<file path="config.mk">
export PLATFORM = sky130hd
export DESIGN_NAME = store_buffer
export DESIGN_NICKNAME = d
export VERILOG_FILES = /design/src/rtl/store_buffer_pkg.sv /design/src/rtl/sb_fwd_match.sv /design/src/rtl/store_buffer.sv
export SDC_FILE = /design/constraint.sdc
export NUM_CORES = 1
export LEC_CHECK = 0
export BUFFER_PORTS_ARGS = -buffer_cell sky130_fd_sc_hd__buf_4
export CAP_MARGIN = 20
export CORE_AREA = 3 3 186 188
export CTS_CLUSTER_SIZE = 10
export DETAILED_ROUTE_END_ITERATION = 8
export DIE_AREA = 0 0 189 191
export PLACE_DENSITY = 0.75
export SETUP_SLACK_MARGIN = 0.3
export SYNTH_ARGS = -nofsm -noshare
export SYNTH_HDL_FRONTEND = slang
export SYNTH_SLANG_ARGS = --single-unit
</file>
<file path="constraint.sdc">
create_clock -name clk -period 5.2 [get_ports clk]
set_clock_uncertainty 0.2 [all_clocks]
set_input_delay 0.26 -clock clk [delete_from_list [all_inputs] [get_ports clk]]
set_output_delay 0.26 -clock clk [all_outputs]
set_load 0.01 [all_outputs]
</file>
<file path="src/rtl/store_buffer_pkg.sv">
// Shared definitions for the store buffer: default depth and the entry layout.
package store_buffer_pkg;

  localparam int DEPTH_DEFAULT = 4;

  // One buffered store: word address (byte offset dropped) and full data word.
  typedef struct packed {
    logic [29:0] addr;
    logic [31:0] data;
  } sb_entry_t;

endpackage

</file>
<file path="src/rtl/sb_fwd_match.sv">
// Youngest-match store-to-load forwarding lookup for the store buffer.
// Scans from the head (oldest) toward the tail so the last hit is the youngest.
module sb_fwd_match
  import store_buffer_pkg::*;
#(
  parameter int DEPTH = DEPTH_DEFAULT,
  localparam int PW   = $clog2(DEPTH)
) (
  input  sb_entry_t         i_entries [DEPTH],
  input  logic [DEPTH-1:0]  i_valid,
  input  logic [PW-1:0]     i_head,
  input  logic [29:0]       i_addr,
  output logic              o_hit,
  output logic [31:0]       o_data
);

  // Walk entries oldest to youngest; a later match overrides an earlier one.
  always_comb begin
    logic [PW-1:0] w_idx;
    o_hit  = 1'b0;
    o_data = '0;
    w_idx  = '0;
    for (int k = 0; k < DEPTH; k++) begin
      w_idx = i_head + PW'(k);
      if (i_valid[w_idx] && (i_entries[w_idx].addr == i_addr)) begin
        o_hit  = 1'b1;
        o_data = i_entries[w_idx].data;
      end
    end
  end

endmodule

</file>
<file path="src/rtl/store_buffer.sv">
// In-order store buffer between the memory stage and a write-acknowledged
// backing memory. Stores are queued and drained one at a time at the head;
// loads are forwarded from the youngest matching buffered store, otherwise
// they read the backing memory combinationally.
module store_buffer
  import store_buffer_pkg::*;
#(
  parameter int DEPTH = DEPTH_DEFAULT,
  localparam int PW   = $clog2(DEPTH),
  localparam int CW   = $clog2(DEPTH + 1)
) (
  input  logic        clk,
  input  logic        reset,
  input  logic        MemWriteM,
  input  logic [31:0] ALUResultM,
  input  logic [31:0] WriteDataM,
  output logic [31:0] ReadDataM,
  output logic        StallM,
  output logic        mem_req,
  output logic [31:0] mem_addr,
  output logic [31:0] mem_wdata,
  input  logic        mem_ack,
  output logic [31:0] mem_raddr,
  input  logic [31:0] mem_rdata,
  output logic        sb_empty
);

  localparam logic [CW-1:0] FULL_CNT = CW'(DEPTH);
  localparam logic [PW-1:0] PTR_ONE  = PW'(1);
  localparam logic [CW-1:0] CNT_ONE  = CW'(1);

  sb_entry_t        r_entries [DEPTH];
  logic [DEPTH-1:0] r_valid;
  logic [PW-1:0]    r_head;
  logic [PW-1:0]    r_tail;
  logic [CW-1:0]    r_count;

  logic             w_full;
  logic             w_nonempty;
  logic             w_enq;
  logic             w_pop;
  logic [DEPTH-1:0] w_valid_nxt;
  logic             w_hit;
  logic [31:0]      w_fwd_data;

  // An ack arriving while full does not free a slot until the next cycle,
  // so the stall depends only on the registered count.
  assign w_full     = (r_count == FULL_CNT);
  assign w_nonempty = (r_count != '0);
  assign w_enq      = MemWriteM & ~w_full;
  assign w_pop      = w_nonempty & mem_ack;

  assign StallM     = MemWriteM & w_full;
  assign sb_empty   = ~w_nonempty;

  // Head entry is presented to memory until acked; pointer only moves on pop.
  assign mem_req    = w_nonempty;
  assign mem_addr   = {r_entries[r_head].addr, 2'b00};
  assign mem_wdata  = r_entries[r_head].data;

  assign mem_raddr  = ALUResultM;

  // Next valid mask: the popped head and the enqueued tail can only coincide
  // when empty (no pop) or full (no enqueue), so the order is immaterial.
  always_comb begin
    w_valid_nxt = r_valid;
    if (w_pop) w_valid_nxt[r_head] = 1'b0;
    if (w_enq) w_valid_nxt[r_tail] = 1'b1;
  end

  // FIFO control: pointers, occupancy and valid mask; reset drops all stores.
  always_ff @(posedge clk) begin
    if (reset) begin
      r_head  <= '0;
      r_tail  <= '0;
      r_count <= '0;
      r_valid <= '0;
    end else begin
      if (w_pop) r_head <= r_head + PTR_ONE;
      if (w_enq) r_tail <= r_tail + PTR_ONE;
      case ({w_enq, w_pop})
        2'b10:   r_count <= r_count + CNT_ONE;
        2'b01:   r_count <= r_count - CNT_ONE;
        default: r_count <= r_count;
      endcase
      r_valid <= w_valid_nxt;
    end
  end

  // Entry storage: written at the tail on enqueue, never reset (valid gates use).
  always_ff @(posedge clk) begin
    if (w_enq) begin
      r_entries[r_tail] <= '{addr: ALUResultM[31:2], data: WriteDataM};
    end
  end

  // The head being acked this cycle is still valid here, so it still forwards.
  sb_fwd_match #(
    .DEPTH (DEPTH)
  ) u_fwd (
    .i_entries (r_entries),
    .i_valid   (r_valid),
    .i_head    (r_head),
    .i_addr    (ALUResultM[31:2]),
    .o_hit     (w_hit),
    .o_data    (w_fwd_data)
  );

  assign ReadDataM = w_hit ? w_fwd_data : mem_rdata;

endmodule

</file>
==> results.md <==
- P&R area growth vs syn: 19.1%
- Full die area: 36100 um^2
- Delay of the slowest critical-path stage: 0.55 ns
- Die width: 189 um
- Clock buffer count from CTS: 31
- Total of max-cap violations: 0
- Row Count: 67
- Vias/cell: 6.69
- Iter 0 DRT Violations: around 1600
- Antenna violations before repair: 1
- CTS sink cnt: 259
- Setup TNS Final: 0 ns
- CP max FO: 32
- Reg clk slew, reported paths: around 0.05 ns
- Crit end category: output pin
- Post-synthesis sequential area ratio: about 43%
- Total number of vias: between 10000 and 15000
- Final Power: 9630 uW
- Pin count of the biggest net entering global routing: 81
- Run status: finished, final reports clean
- Primary FF master, synth: edfxtp_1
- Reg-to-reg endpoint: r_entries[148]
- H-tree levels: 1
- Worst-margin pin slew: 1.08 ns
- Slew HR: 28.0%
- Critical path type: reg -> out
- Synthesized area: 17700 um^2
- Tcrit/Tclk final: 92.0%
- Top-Level Pins: 231
- Final hold vios: 0
- Most used cell, CP: buf_4
- Total Wirelength: 51.6 mm
- VDD IR max: about 0.00038 V
- RR Startpoint: r_count[0]
- Hold depth: 4
- Fillers: 2553
- Maximum clock path buffer count: 3
- Yosys reg bits: 259
- Worst-path cell chain: inv_2, ha_4, buf_4, buf_6, mux4_2, xor2_1, nor2_1, o211ai_1, nor2_2, buf_4, a211o_1, o2bb2ai_1, a22oi_1, buf_4
- HPWL after DPL: 33.2 mm
- Crit path arrival time: 4.33 ns
- GPL Wtd Cong: 0.898
- Async set-reset flop share out of synthesis: 0%
- Core Region: 33300 um^2
- GRT Util Overall: 27.6%
- WP data required: approximately 4.7 ns
- Pwr Density: 457 nW/um^2
- Starting density of the core: 53.2%
- Crit start category: flop
- Setup Viol. Count Final: 0
- Fin nets: 1709
- PortBufs: 224
- Clk root buf: clkbuf_16
- Slowest CP cell: mux4_2
- Die Y: 191 um
- FF-to-FF path depth: 4
- Vias in the first global route: roughly 13000
- Reg2reg setup slack: 2.31 ns
- Mean Syn Cell Area: 12.6 um^2
- Number of flops mapped to enable cells by yosys: ~250
- TritonCTS clock tree: yes
- Hold EP: r_tail[1]
- First-pass GRT wire length: 78.3 mm
- DR pass1 iterations: 6
- Max Clk Rate: roughly 210 MHz
- Share of layout cells above drive strength 1: 30.5%
- Crit path time final: 4.79 ns
- DRC: 0
- Antenna viol nets, final: 0
- Leakage: between 0.006 and 0.007 uW
- Distinct cells, synth: 66
- Hold WC Path Type: in -> reg
- GR Overflow Total: 0
- Yosys Warn Count: 0
- RSZ-0062 raised after global routing: no
- Hold Crit Start: MemWriteM
- Max-slew violations: 0
- Drt wl/cell: 24.9 um
- Skew-Pair Late Insertion Delay: 0.56 ns
- Synth Instances: 1399
-- cell type report --
class	count	area, um^2	area share [%]
flip-flops and latches	259	7670	36.4
clock buffers	46	852	4.04
multi-input cells	951	9050	42.9
diodes	2	5.00	0.0237
repair buffers	343	2850	13.5
clock inverters	6	31.3	0.148
well taps	448	561	2.66
inverters	13	48.8	0.232
-- cells in the final DEF, fill, tap and decap left out, drive strengths merged, types with 4 or more instances in the layout --
| cell | instances |
|---|---|
| nand2 | 47 |
| mux2i | 138 |
| mux2 | 35 |
| edfxtp | 248 |
| a22oi | 73 |
| o21ai | 43 |
| and2 | 5 |
| o2111ai | 35 |
| clkinv | 5 |
| a2111oi | 5 |
| mux4 | 120 |
| a31oi | 34 |
| clkbuf | 47 |
| a21oi | 50 |
| nor3 | 36 |
| inv | 14 |
| nand3 | 4 |
| nor4 | 10 |
| dlygate4sd3 | 63 |
| dfxtp | 11 |
| o2bb2ai | 35 |
| nor2b | 6 |
| or3 | 4 |
| nand4 | 18 |
| a211o | 32 |
| nor2 | 58 |
| xnor2 | 72 |
| o22ai | 6 |
| ha | 9 |
| buf | 279 |
| xor2 | 36 |
-- layer usage --
layer  GRT usage (%)  wire, um  up-vias
met5               0         0        -
met4            7.36      1550        0
met3            4.36      4780      117
met2            45.0     24500      853
met1            38.9     20700     6868
li1                -         -     5994
-- logic make-up after synthesis --
family | share of synthesized area, %
adders and majority gates | 0.750
DFF | 43.3
other | 0.0212
xor gates and xnor gates | 5.35
buffers and inverters | 5.83
muxes | 25.3
and+or+nand+nor | 5.64
AOI/OAI and AO/OA | 13.7
-- where the power goes --
group	internal, uW	total, uW	switching (uW)
Clock	1110	1930	817
Combinational	2310	5010	2700
Sequential	2540	2690	145
Total	5960	9630	3660
-- worst max-delay path, delay by kind of cell (launching register included) --
| family | cells | cell delay (ns) |
|---|---|---|
| compound gates | 4 | 0.69 |
| buf+inv | 5 | 1.15 |
| fa+ha+maj | 1 | 0.37 |
| mux | 1 | 0.55 |
| simple gates | 2 | 0.39 |
| flops | 1 | 0.41 |
| xor+xnor | 1 | 0.16 |
-- cell usage after synthesis, drive strengths merged, types with 18 or more instances --
cell	instances	area share, %
xor2	36	1.8
a22oi	73	3.1
a211o	32	1.6
mux2i	138	7.8
o21ai	43	1.2
nor3	36	1.0
mux4	120	15
a21oi	50	1.4
mux2	35	2.2
o2111ai	35	1.7
nor2	58	1.2
nand4	18	0.64
xnor2	72	3.6
buf	110	4.1
nand2	47	1.0
clkbuf	67	1.4
o2bb2ai	35	1.7
a31oi	34	1.2
edfxtp	248	42
-- metrics by stage --
step,std cells,cell area (um^2),worst slack [ns],hold WS [ns],utilization (%)
3_5_place_dp,1935,19300,0.576,0.263,58.1
5_1_grt,2067,21100,0.286,0.115,63.3
2_1_floorplan,1400,17700,0.322,0.129,-
3_3_place_gp,1935,19300,0.711,0.259,58.1
6_report,2068,21100,0.414,0.0615,63.3
4_1_cts,2052,20900,0.329,0.0438,62.8
-- timing repair --
| action | CTS | global route |
|---|---|---|
| hold buffers | 63 | 0 |
| endpoints found under the setup margin | 32 | 32 |
| pin swaps | 1 | 3 |
| endpoints found under the hold margin | 259 | 0 |
| buffers inserted | 2 | 12 |
| cloned | 0 | 1 |
| resized for setup | 7 | 9 |
-- how the worst max path moves through the flow --
stage / from / to / slack (ns) / depth (start not counted)
4_1_cts: r_head[0] / ReadDataM[0] / 0.33 / 11
2_1_floorplan: r_head[0] / ReadDataM[23] / 0.32 / 19
6_report: r_head[0] / ReadDataM[7] / 0.41 / 14
5_1_grt: r_head[0] / ReadDataM[2] / 0.29 / 14
3_5_place_dp: r_head[0] / ReadDataM[31] / 0.58 / 13
3_3_place_gp: r_head[0] / ReadDataM[8] / 0.71 / 12
-- flip-flops by register name, summed over array words and instances, names as in the netlist --
register   cells
r_count        3
r_entries    248
r_head         2
r_tail         2
r_valid        4
Note: power is estimated with default switching activity, not from simulation.
